--- src/rtl/viterbi_tbu.sv ---
// Traceback unit for a 4-state (K=3) hard-decision Viterbi decoder.
// Optional macro TBU_MINSEL_EN selects the minimum-PM start state; otherwise traceback starts at state 0.
module viterbi_tbu #(
    parameter int TBL      = 15,
    parameter int PM_WIDTH = 8
) (
    input  logic                    clk,
    input  logic                    rst,
    input  logic                    valid_i,
    output logic                    busy_o,
    input  logic [PM_WIDTH-1:0]     pm_current_s0_i,
    input  logic [PM_WIDTH-1:0]     pm_current_s1_i,
    input  logic [PM_WIDTH-1:0]     pm_current_s2_i,
    input  logic [PM_WIDTH-1:0]     pm_current_s3_i,
    input  logic [3:0]              pm_read_data_i,
    output logic [$clog2(TBL)-1:0]  pm_read_addr_o,
    output logic                    data_serial_o,
    output logic                    valid_serial_o
);
    localparam int AW = $clog2(TBL);
    localparam int CW = $clog2(TBL + 1);

    // state | meaning
    // IDLE  | waiting for a warm trigger; read address follows the write pointer
    // READ  | decision address presented to the PMU memory
    // STEP  | decision word valid; move one trellis step back
    // DONE  | decoded bit presented with its strobe
    typedef enum logic [1:0] {IDLE, READ, STEP, DONE} fsm_t;

    fsm_t            fsm_q, fsm_d;
    logic [AW-1:0]   wptr_q;
    logic [AW-1:0]   addr_q;
    logic [AW-1:0]   step_q;
    logic [CW-1:0]   cnt_q;
    logic [1:0]      st_q;
    logic            data_q;
    logic            vout_q;

    logic            warm;
    logic            trigger;
    logic            last_step;
    logic [1:0]      start_st;
    logic [1:0]      st_pred;

    assign warm      = (cnt_q == CW'(TBL));
    assign trigger   = valid_i & warm & (fsm_q == IDLE);
    assign last_step = (step_q == AW'(TBL - 1));
    assign st_pred   = {st_q[0], pm_read_data_i[st_q]};

`ifdef TBU_MINSEL_EN
    logic [PM_WIDTH-1:0] best_pm;

    // Strict less-than keeps the lowest index on ties.
    always_comb begin
        start_st = 2'd0;
        best_pm  = pm_current_s0_i;
        if (pm_current_s1_i < best_pm) begin
            start_st = 2'd1;
            best_pm  = pm_current_s1_i;
        end
        if (pm_current_s2_i < best_pm) begin
            start_st = 2'd2;
            best_pm  = pm_current_s2_i;
        end
        if (pm_current_s3_i < best_pm) begin
            start_st = 2'd3;
            best_pm  = pm_current_s3_i;
        end
    end
`else
    logic pm_unused;

    assign pm_unused = ^{pm_current_s0_i, pm_current_s1_i, pm_current_s2_i, pm_current_s3_i};
    assign start_st  = 2'd0;
`endif

    always_comb begin
        fsm_d = fsm_q;
        case (fsm_q)
            IDLE:    if (trigger) fsm_d = READ;
            READ:    fsm_d = STEP;
            STEP:    fsm_d = last_step ? DONE : READ;
            DONE:    fsm_d = IDLE;
            default: fsm_d = IDLE;
        endcase
    end

    always_ff @(posedge clk or posedge rst) begin
        if (rst) begin
            fsm_q  <= IDLE;
            wptr_q <= '0;
            addr_q <= '0;
            step_q <= '0;
            cnt_q  <= '0;
            st_q   <= 2'd0;
            data_q <= 1'b0;
            vout_q <= 1'b0;
        end else begin
            fsm_q  <= fsm_d;
            vout_q <= 1'b0;
            // Pointer and warm-up counter track the PMU regardless of FSM state.
            if (valid_i) begin
                wptr_q <= (wptr_q == AW'(TBL - 1)) ? '0 : wptr_q + AW'(1);
                if (!warm) cnt_q <= cnt_q + CW'(1);
            end
            case (fsm_q)
                IDLE: begin
                    if (trigger) begin
                        st_q   <= start_st;
                        addr_q <= wptr_q;
                        step_q <= '0;
                    end
                end
                STEP: begin
                    st_q   <= st_pred;
                    addr_q <= (addr_q == '0) ? AW'(TBL - 1) : addr_q - AW'(1);
                    step_q <= step_q + AW'(1);
                    // Register the final state's bit so it is stable during DONE.
                    if (last_step) begin
                        data_q <= st_pred[1];
                        vout_q <= 1'b1;
                    end
                end
                default: ;
            endcase
        end
    end

    assign pm_read_addr_o = (fsm_q == IDLE) ? wptr_q : addr_q;
    assign busy_o         = (fsm_q != IDLE) | trigger;
    assign data_serial_o  = data_q;
    assign valid_serial_o = vout_q;

endmodule

--- config.mk ---
export PLATFORM = sky130hd
export DESIGN_NAME = viterbi_tbu
export DESIGN_NICKNAME = d
export VERILOG_FILES = /design/src/rtl/viterbi_tbu.sv
export SDC_FILE = /design/constraint.sdc
export NUM_CORES = 1
export LEC_CHECK = 0
export BUFFER_PORTS_ARGS = -buffer_cell sky130_fd_sc_hd__buf_2
export CORE_MARGIN = 1.5
export CORE_UTILIZATION = 43
export CTS_CLUSTER_SIZE = 24
export DETAILED_ROUTE_END_ITERATION = 8
export HOLD_SLACK_MARGIN = 0.06
export MAX_ROUTING_LAYER = met4
export PLACE_DENSITY = 0.85
export SYNTH_ARGS = -nofsm -noshare
export SYNTH_HDL_FRONTEND = slang
export SYNTH_SLANG_ARGS = --single-unit
--- constraint.sdc ---
create_clock -name clk -period 1.65 [get_ports clk]
set_input_delay 0.0825 -clock clk [delete_from_list [all_inputs] [get_ports clk]]
set_output_delay 0.0825 -clock clk [all_outputs]
set_load 0.005 [all_outputs]
=== Word-level counts from Yosys, hierarchy flattened ===
Cells that the tools add are included.

* Output and inout bits: 7
* Logic and storage cells: 47
* Flip-flop bits (word level): 22
* Bits of input ports: 39

* Equality and inequality tests: 7
* Reductions and logical operators: 7
* Bitwise gates (word level): 4
* Add/sub/neg operators: 4
* Magnitude comparators: 1
* Muxes and demuxes: 16

{| class="wikitable"
|+ Operators with widths
! kind !! number
|-
| $mux 4 || 5
|-
| $pmux 4 s2 || 2
|-
| $add 4x1->4 const B || 3
|-
| $eq 4x4->1 const B || 3
|-
| $pmux 2 s4 || 1
|-
| $mux 2 || 3
|-
| $reduce_and 2->1 || 3
|-
| $eq 2x2->1 const B || 2
|-
| $logic_not 4->1 || 1
|-
| $pmux 2 s2 || 1
|-
| $reduce_bool 2->1 || 2
|-
| $sub 4x1->4 const B || 1
|-
| $lt 2x3->1 const B || 1
|-
| $mux 1 || 3
|-
| $and 1x1->1 || 2
|-
| $bmux 1 s2 || 1
|-
| $eq 2x1->1 const B || 1
|-
| $logic_not 2->1 || 1
|-
| $ne 2x2->1 const B || 1
|-
| $not 1->1 || 1
|-
| $or 1x1->1 || 1
|}

=== Longest topological paths before layout ===
Gate-level depths: netlist (run 1).

* Word-level depth: 5
* Gate-level depth with buffers: 5
* Mapped depth without buffers: 5

=== Worst setup path after synthesis (run 1) ===
Ideal clock, no wire load.

* Path type: reg2reg
* From: reg cnt_q[0]
* To: reg step_q[3]
* Library setup time: 0.124 ns
* Stages on the path, launching flop included: 6
* Path slack: 0.099 ns
* Buffers on the path: 1
* Data required time: 1.526 ns
* Arrival: 1.427 ns
* Cells stage by stage: dfrtp_1 > ha_1 > a41oi_4 > or2_1 > buf_6 > a211o_1

* Cells in the longest elaborated chain, start to end: 5

{| class="wikitable"
|+ RTL lines
! item !! line !! source
|-
| start: declaration || 34 || <nowiki>logic [CW-1:0] cnt_q;</nowiki>
|-
| start signal: assignment || 104 || <nowiki>if (!warm) cnt_q <= cnt_q + CW'(1);</nowiki>
|-
| $eq 4x4->1 || 45 || <nowiki>assign warm = (cnt_q == CW'(TBL));</nowiki>
|-
| $and 1x1->1 (2 in a row) || 46 || <nowiki>assign trigger = valid_i & warm & (fsm_q == IDLE);</nowiki>
|-
| $ne 2x2->1 (no line) || n/a ||
|-
| $reduce_and 2->1 (no line) || n/a ||
|-
| end signal: assignment || 117 || <nowiki>step_q <= step_q + AW'(1);</nowiki>
|-
| end: declaration || 33 || <nowiki>logic [AW-1:0] step_q;</nowiki>
|}

Every way passes these cells.
A chain may end at the register's enable or synchronous reset.

=== Final worst setup path (run 1) ===
* From: reg addr_q[1]
* To: reg addr_q[0]

* Cells in the longest elaborated chain, start to end: 3

{| class="wikitable"
|+ RTL lines
! item !! line !! source
|-
| start: declaration || 32 || <nowiki>logic [AW-1:0] addr_q;</nowiki>
|-
| start signal: assignment || 110 || <nowiki>addr_q <= wptr_q;</nowiki>
|-
| start signal: assignment || 116 || <nowiki>addr_q <= (addr_q == '0) ? AW'(TBL - 1) : addr_q - AW'(1);</nowiki>
|-
| $logic_not 4->1 || 116 ||
|-
| $mux 4 || 116 ||
|-
| $pmux 4 s2 || 106 || <nowiki>case (fsm_q)</nowiki>
|}

Every way passes these cells.

==> impl_metrics.ini, run 1 <==
[yosys]
synthArstFlopShare = 1.00
synth_top_family_by_area = compound AO/OA/AOI/OAI gates
synth_ff_type = dfrtp_1
yosys_warnings = 0
synthMuxAreaShare = 0.0747
synth-xor-area-share = 0.00747
seq_area_frac_synth = 0.470
synthSimpleGateAreaFrac = 0.149
synth_cell_types = 37
postSynthCellCount = 115
synth_area_per_cell_um2 = 10.2
yosys.area_share.adder = 0.0427
synth.cell_area_mm2 = 0.00117
synth-edff-count = 0
synth_nets = 158
synth-compound-area-share = 0.201
ys_ff_latch = 22

[clock_network]
tritoncts = yes
worstSkewPairLatency_ps = 320
cts_sinks = 22
cts_buffers = 3
clockBufferDepth = 2
cts.htree.levels = 1
clk_pin_slew_ps = 120
clockRootBuffer = clkbuf_4

[pwr]
ir_drop_mv = 1.06
power_leakage_nw = 0.637
pwr_density_cell_mw_per_mm2 = 1770

[global_route]
grt_max_degree = 23
grt_usage = 0.183
grt_pass1_vias = 990
gr-total-overflow = 0
antenna_found_initial = 0
grt_pass1_wl_mm = 4.34

[detailed_routing]
first_pass_iters = 4
via_per_inst = 5.85
wl_met3_um = 88
top_layer = met4
drt-met1-wl_mm = 1.03
wl_per_cell_um = 14.5
drc_errors = 0
route.vias.total = 971
drtIter0Drc = 28
postRouteAntennaNets = 0
wl_mm = 2.42
route.met2.wl_mm = 1.22

[place]
hpwlAfterDp_mm = 1.67
place_inst = 159
io_buffers = 13
gp_congestion = 0.849
dpl-instance-area_mm2 = 0.00128

[sta]
period_share = 0.974
finClkSkew_ps = 9.25
period_minus_slack_ps = 1610
final_max_slew_viol_count = 0
tightest_slew_ps = 338
max_freq_ghz = 0.622
final-setup-viol-count = 0
fin_setup_tns_ps = 0
slew_headroom = 0.775
rsz0062_at_grt = false
hold_violations = 0

[critical_path]
path_cells = inv_1 > ha_1 > or3b_2 > a22oi_1 > o21ai_0
worstPathArrival_ps = 1800
critPathLaunchType = flip-flop
worstSetupEndpointType = flip-flop
cpMaxStageDelayCell = or3b_2
slowest_delay_ps = 480
path_max_fanout = 4
worstPathRequired_ps = 1840
path_class = reg -> reg

[floorplan]
io_pins = 46
initial_utilization = 0.465
die_x_um = 55.2
fp-row-count = 18
die_area_mm2 = 0.00305
die_h_um = 55.2
core_mm2 = 0.00252

[layout]
antennaDiodeCount = 0
mostFrequentLayoutCell = dfrtp_1
fin_cells = 166
drive_gt1_frac = 0.265
finalNetCount = 180
mostFrequentLayoutCells = dfrtp_1 (20), o21ai_0 (14), buf_2 (13)
final_area_mm2 = 0.00136
syn2layout_area_growth_pct = 15.9

[min_path]
hold_path.class = in -> reg

[run_status]
status = finished, final reports clean

[job]
drv_cap = 0
==> Yosys cell counts (2+ instances only) <==
cell type | n | area share
o31ai_1 | 3 | 0.019
inv_1 | 10 | 0.032
nand4_1 | 2 | 0.011
nor3b_1 | 3 | 0.019
a31oi_1 | 2 | 0.011
nand2b_1 | 3 | 0.016
nand3_1 | 4 | 0.017
o21ai_0 | 15 | 0.064
ha_1 | 4 | 0.043
nand2_1 | 7 | 0.022
o22a_1 | 2 | 0.015
mux2i_1 | 2 | 0.017
a21oi_1 | 5 | 0.021
mux2_2 | 6 | 0.058
nor3_1 | 3 | 0.013
dfrtp_1 | 22 | 0.47
nor2b_1 | 2 | 0.011
==> final timing paths <==
check	start	end	slack (ps)	cells past startpoint
worst max-delay path	addr_q[1]$_DFFE_PP0P_	addr_q[0]$_DFFE_PP0P_	40	5
worst min-delay path	valid_i	cnt_q[2]$_DFFE_PP0P_	120	2
worst max register to register	addr_q[1]$_DFFE_PP0P_	addr_q[0]$_DFFE_PP0P_	40	5
worst min register to register	data_serial_o$_DFFE_PP0P_	data_serial_o$_DFFE_PP0P_	540	1
max in group asynchronous	rst	fsm_q[1]$_DFFE_PP0P_	1090	4
min in group asynchronous	rst	wptr_q[2]$_DFFE_PP0P_	320	4
==> through the flow <==
step | setup slack, ps | hold slack, ps | utilization | total power, mW
2_1_floorplan | 99.4 | 71.7 | - | 1.70
3_3_place_gp | 141 | 126 | 0.509 | 1.95
3_5_place_dp | 102 | 127 | 0.509 | 2.03
4_1_cts | 6.93 | 103 | 0.529 | 2.34
5_1_grt | 14.7 | 123 | 0.539 | 2.61
6_report | 42.6 | 116 | 0.539 | 2.40
==> power breakdown <==
group | internal (mW) | total (mW) | switching (mW)
Sequential | 0.754 | 1.04 | 0.291
Clock | 0.135 | 0.299 | 0.164
Combinational | 0.552 | 1.05 | 0.503
Total | 1.44 | 2.40 | 0.958
==> kinds of logic after synthesis <==
group / after synthesis
DFF: 22
muxes: 8
adders and majority gates: 4
and+or+nand+nor: 31
AOI/OAI and AO/OA: 35
buffers and inverters: 14
xor gates and xnor gates: 1
==> critical path, delay by kind of cell, from the launching register on <==
kind | cells | cell delay, ps
buf+inv | 1 | 80
flops | 1 | 430
simple gates | 1 | 480
fa+ha+maj | 1 | 190
compound gates | 2 | 300
==> registers in the layout, indices dropped and copies added, names as in the netlist <==
register / count
valid_serial_o: 1
fsm_q: 2
data_serial_o: 1
step_q: 4
cnt_q: 4
addr_q: 4
st_q: 2
wptr_q: 4
==> cell type report <==
cell class,count,area [µm²]
fillers,225,1160
flip-flops and latches,22,553
clock buffers,4,36.3
inverters,10,37.5
multi-input cells,79,567
repair buffers,21,128
well taps,30,37.5
==> metal layers <==
layer,global-route usage,vias up
li1,-,459
met1,0.208,477
met2,0.308,25
met3,0.0304,10
met4,0.0976,0
met5,-,-
==> repair_timing <==
item,CTS,global route
endpoints found under the setup margin,3,6
gates resized for setup,1,5
endpoints found under the hold margin,22,0
hold buffers,1,0
setup buffers,0,2
pin swaps,0,0
Note: power is estimated with default switching activity, not from simulation.
==> inputs of run 2 (changes only) <==
--- a/config.mk
+++ b/config.mk
@@ -6,8 +6,10 @@
 export NUM_CORES = 1
 export LEC_CHECK = 0
 export BUFFER_PORTS_ARGS = -buffer_cell sky130_fd_sc_hd__buf_2
+export CELL_PAD_IN_SITES_DETAIL_PLACEMENT = 0
+export CELL_PAD_IN_SITES_GLOBAL_PLACEMENT = 1
 export CORE_MARGIN = 1.5
-export CORE_UTILIZATION = 43
+export CORE_UTILIZATION = 32
 export CTS_CLUSTER_SIZE = 24
 export DETAILED_ROUTE_END_ITERATION = 8
 export HOLD_SLACK_MARGIN = 0.06
==> run 2 against run 1 <==
Effect of this change: first-iteration DRC count decreased by 11%; critical path depth fell by 2; via count down 2.2%; count of clock-buffer cells in the layout down 1; hold slack worse by 23 ps; clock power increased by 40%; register-to-register slack improved by 90 ps; clock skew rose by 5.4 ps; die area increased by 32%; power grew 4.3%; critical path type is now reg -> out.
==> impl_metrics.ini, run 2 (same netlist as run 1, synthesis figures left out) <==
[sta]
final_max_slew_viol_count = 0
hold_slack_ps = 92.9
finClkSkew_ps = 14.7
final-setup-viol-count = 0
period_minus_slack_ps = 1540
rsz0062_at_grt = false
period_share = 0.936
tightest_slew_ps = 323
max_freq_ghz = 0.647
slew_headroom = 0.784
hold_violations = 0
setup_ws_ps = 105
fin_setup_tns_ps = 0

[clock_network]
clockRootBuffer = clkbuf_4
worstSkewPairLatency_ps = 320
cts_sinks = 22
cts_buffers = 3
clockBufferDepth = 2
clk_pin_slew_ps = 140
tritoncts = yes
cts.htree.levels = 1

[place]
gp_congestion = 0.739
dp_slack_ps = 109
hpwlAfterDp_mm = 1.65
io_buffers = 13

[detailed_routing]
drc_errors = 0
route.vias.total = 950
postRouteAntennaNets = 0
drtIter0Drc = 25
via_per_inst = 5.19
first_pass_iters = 4
wl_per_cell_um = 12.4
wl_mm = 2.26

[global_route]
grt_pass1_vias = 910
gr-total-overflow = 0
grt_max_degree = 23
grt_usage = 0.123
grt_pass1_wl_mm = 3.95
antenna_found_initial = 0

[critical_path]
worstSetupEndpointType = primary output
worstPathRequired_ps = 1570
path_class = reg -> out
path_max_fanout = 10
critPathLaunchType = flip-flop
worstPathArrival_ps = 1460

[layout]
fillers = 343
mostFrequentLayoutCells = dfrtp_1 (20), o21ai_0 (14), buf_2 (13)
drive_gt1_frac = 0.270
multi_input_area_um2 = 567
final-seq-area_um2 = 553
mostFrequentLayoutCell = dfrtp_1
finalNetCount = 181
antennaDiodeCount = 0
syn2layout_area_growth_pct = 19.6

[job]
drv_cap = 0

[run_status]
status = finished, final reports clean

[floorplan]
initial_utilization = 0.343
die_x_um = 63.5
io_pins = 46
die_h_um = 63.5
core_mm2 = 0.00342
die_area_mm2 = 0.00404
fp-row-count = 21

[pwr]
pwr_density_cell_mw_per_mm2 = 1780
ir_drop_mv = 0.638
power_mw = 2.50
power_leakage_nw = 0.649

[min_path]
hold_path.class = in -> reg
[run 2: changes by cell type in the layout (fill, tap and decap cells not counted), sizes merged]
cell,change
clkbuf,-1
buf,+1
bufinv,+1
[run 2: worst max-delay path, cell delays in order (launching register included)]
cell,delay [ps]
dfrtp_2,510
nor2_4,160
mux2_2,340
buf_2,120
[run 2: final cells by class]
cell class	instances	area share
clock buffer	3	0.0161
clock inverter	1	0.0214
inverter	10	0.0268
multi-input combinational	79	0.404
sequential	22	0.394
tap	46	0.0410
timing repair buffer	22	0.0963
[run 2: stage by stage]
| step | std cells | area [µm²] | util |
|---|---|---|---|
| after floorplan | 115 | 1170 | - |
| after global placement | 175 | 1310 | 0.382 |
| after detailed placement | 175 | 1310 | 0.382 |
| after CTS | 180 | 1370 | 0.401 |
| after global routing | 183 | 1400 | 0.411 |
| final | 183 | 1400 | 0.411 |
[run 2: worst paths after layout]
path,end,slack (ps),cells after the start,start
max reg2reg,step_q[3]$_DFFE_PP0P_,130,4,cnt_q[0]$_DFFE_PP0P_
min in group asynchronous,cnt_q[0]$_DFFE_PP0P_,320,4,rst
max in group asynchronous,fsm_q[0]$_DFFE_PP0P_,1070,4,rst
max,pm_read_addr_o[3],110,3,fsm_q[1]$_DFFE_PP0P_
min,cnt_q[2]$_DFFE_PP0P_,90,2,valid_i
min reg2reg,data_serial_o$_DFFE_PP0P_,520,1,data_serial_o$_DFFE_PP0P_
[run 2: repair_timing]
action | in CTS | in global routing
endpoints found under the hold margin | 22 | 0
endpoints found under the setup margin | 4 | 6
setup buffers | 0 | 3
hold buffers | 1 | 0
pin swaps | 0 | 1
gates resized for setup | 1 | 5
[run 2: where the power goes]
part	leakage, nW	switching (mW)	internal [mW]
Combinational	0.348	0.481	0.565
Clock	0.0279	0.175	0.246
Sequential	0.273	0.281	0.754
Total	0.649	0.937	1.56
[run 2: routing by layer]
metal,track usage,share of wire,vias to the layer above
met1,0.166,0.46,466
met4,0.0326,0.0093,0
li1,-,-,460
met3,0.0161,0.037,4
met2,0.197,0.49,20
met5,-,0,-
==> inputs of run 3 (changes only) <==
==> constraint.sdc (replaced) <==
create_clock -name clk -period 1.65 [get_ports clk]
set_input_delay 0.0825 -clock clk [delete_from_list [all_inputs] [get_ports clk]]
set_output_delay 0.0825 -clock clk [all_outputs]
set_load 0.05 [all_outputs]
==> run 3 against run 2 <==
Effect of this change: global-route usage shrank 0.063 points; power grew 10%; cell area grew 1.4%; clock power shrank 31%; via count shrank 1.2%; die area is the same; count of clock-buffer cells in the layout grew 1; sequential cell count is the same; sequential power is essentially flat; clock skew shrank 13 ps; sequential share of layout area shrank 0.55 points; cell count grew 1.1%; largest power group unchanged.
==> impl_metrics.ini, run 3 (same netlist as run 1, synthesis figures left out) <==
[floorplan]
initial_utilization = 0.343
die_area_mm2 = 0.00404
die_h_um = 63.5
core_mm2 = 0.00342
die_x_um = 63.5
io_pins = 46
fp-row-count = 21

[sta]
setup_ws_ps = 72.2
slew_headroom = 0.786
final_max_slew_viol_count = 0
period_share = 0.956
period_minus_slack_ps = 1580
fin_setup_tns_ps = 0
final-setup-viol-count = 0
tightest_slew_ps = 321
rsz0062_at_grt = false
hold_violations = 0
finClkSkew_ps = 2.10
max_freq_ghz = 0.634

[global_route]
antenna_found_initial = 0
gr-total-overflow = 0
grt_pass1_vias = 859
grt_pass1_wl_mm = 3.84
grt_usage = 0.123
grt_max_degree = 23

[critical_path]
critPathLaunchType = flip-flop
worstSetupEndpointType = primary output
worstPathRequired_ps = 1570
path_class = reg -> out
worstPathArrival_ps = 1500
path_max_fanout = 6

[place]
dp_slack_ps = 109
gp_congestion = 0.798
hpwlAfterDp_mm = 1.55
io_buffers = 13

[detailed_routing]
postRouteAntennaNets = 0
wl_mm = 2.17
drc_errors = 0
via_per_inst = 5.08
first_pass_iters = 4
drtIter0Drc = 46
route.vias.total = 939
wl_per_cell_um = 11.7

[run_status]
status = finished, final reports clean

[layout]
antennaDiodeCount = 0
mostFrequentLayoutCells = dfrtp_1 (20), o21ai_0 (14), buf_4 (11)
fillers = 342
finalNetCount = 183
drive_gt1_frac = 0.281
syn2layout_area_growth_pct = 21.3
mostFrequentLayoutCell = dfrtp_1

[clock_network]
clk_pin_slew_ps = 120
cts_sinks = 22
worstSkewPairLatency_ps = 300
cts_buffers = 3
clockRootBuffer = clkbuf_4
clockBufferDepth = 2
tritoncts = yes
cts.htree.levels = 1

[pwr]
pwr_density_cell_mw_per_mm2 = 1940
ir_drop_mv = 0.741
power_mw = 2.76
power_leakage_nw = 0.656

[job]
drv_cap = 0

[min_path]
hold_path.class = in -> reg
## run 3: metal layers
metal	wire, µm	GRT usage	vias up
li1	-	-	467
met1	1050	0.157	455
met2	1050	0.192	15
met3	62	0.0232	2
met4	12	0.0489	0
met5	0	-	-
## run 3: layout make-up
| type | count | area, µm² | share of cell area |
|---|---|---|---|
| well taps | 46 | 57.6 | 0.0405 |
| repair buffers | 24 | 165 | 0.116 |
| clock buffers | 4 | 36.3 | 0.0255 |
| flip-flops and latches | 22 | 553 | 0.389 |
| inverters | 10 | 37.5 | 0.0264 |
| multi-input cells | 79 | 573 | 0.403 |
## run 3: final timing paths
path	endpoint	slack [ps]	start	cells past startpoint
min reg2reg	data_serial_o$_DFFE_PP0P_	520	data_serial_o$_DFFE_PP0P_	1
max	pm_read_addr_o[2]	70	fsm_q[0]$_DFFE_PP0P_	4
max in group asynchronous	fsm_q[0]$_DFFE_PP0P_	1080	rst	4
min	cnt_q[2]$_DFFE_PP0P_	120	valid_i	2
max reg2reg	addr_q[0]$_DFFE_PP0P_	120	addr_q[0]$_DFFE_PP0P_	5
min in group asynchronous	cnt_q[0]$_DFFE_PP0P_	340	rst	4
## run 3: critical path: stages, from the launching register on
cell and delay, ps:
dfrtp_2 430, nor2_1 100, buf_4 150, mux2_2 330, buf_4 190
## run 3: stage by stage
stage / instances / utilization / hold slack, ps / cell area (µm²)
after floorplan: 115 / - / 71.7 / 1170
after global placement: 175 / 0.382 / 132 / 1310
after detailed placement: 175 / 0.382 / 135 / 1310
after CTS: 183 / 0.405 / 93.6 / 1380
after global routing: 185 / 0.416 / 102 / 1420
final: 185 / 0.416 / 117 / 1420
## run 3: repair_timing
item                                   in CTS  in global routing
pin swaps                                   0                  0
buffers inserted                            3                  2
endpoints found under the hold margin      22                  0
gates resized for setup                     4                  8
setup endpoints to repair                   3                  3
hold buffers                                1                  0
## run 3: power breakdown
| group | internal [mW] | total (mW) | leakage (nW) | switching, mW |
|---|---|---|---|---|
| Sequential | 0.754 | 1.01 | 0.273 | 0.260 |
| Combinational | 0.647 | 1.45 | 0.362 | 0.805 |
| Clock | 0.135 | 0.289 | 0.0210 | 0.155 |
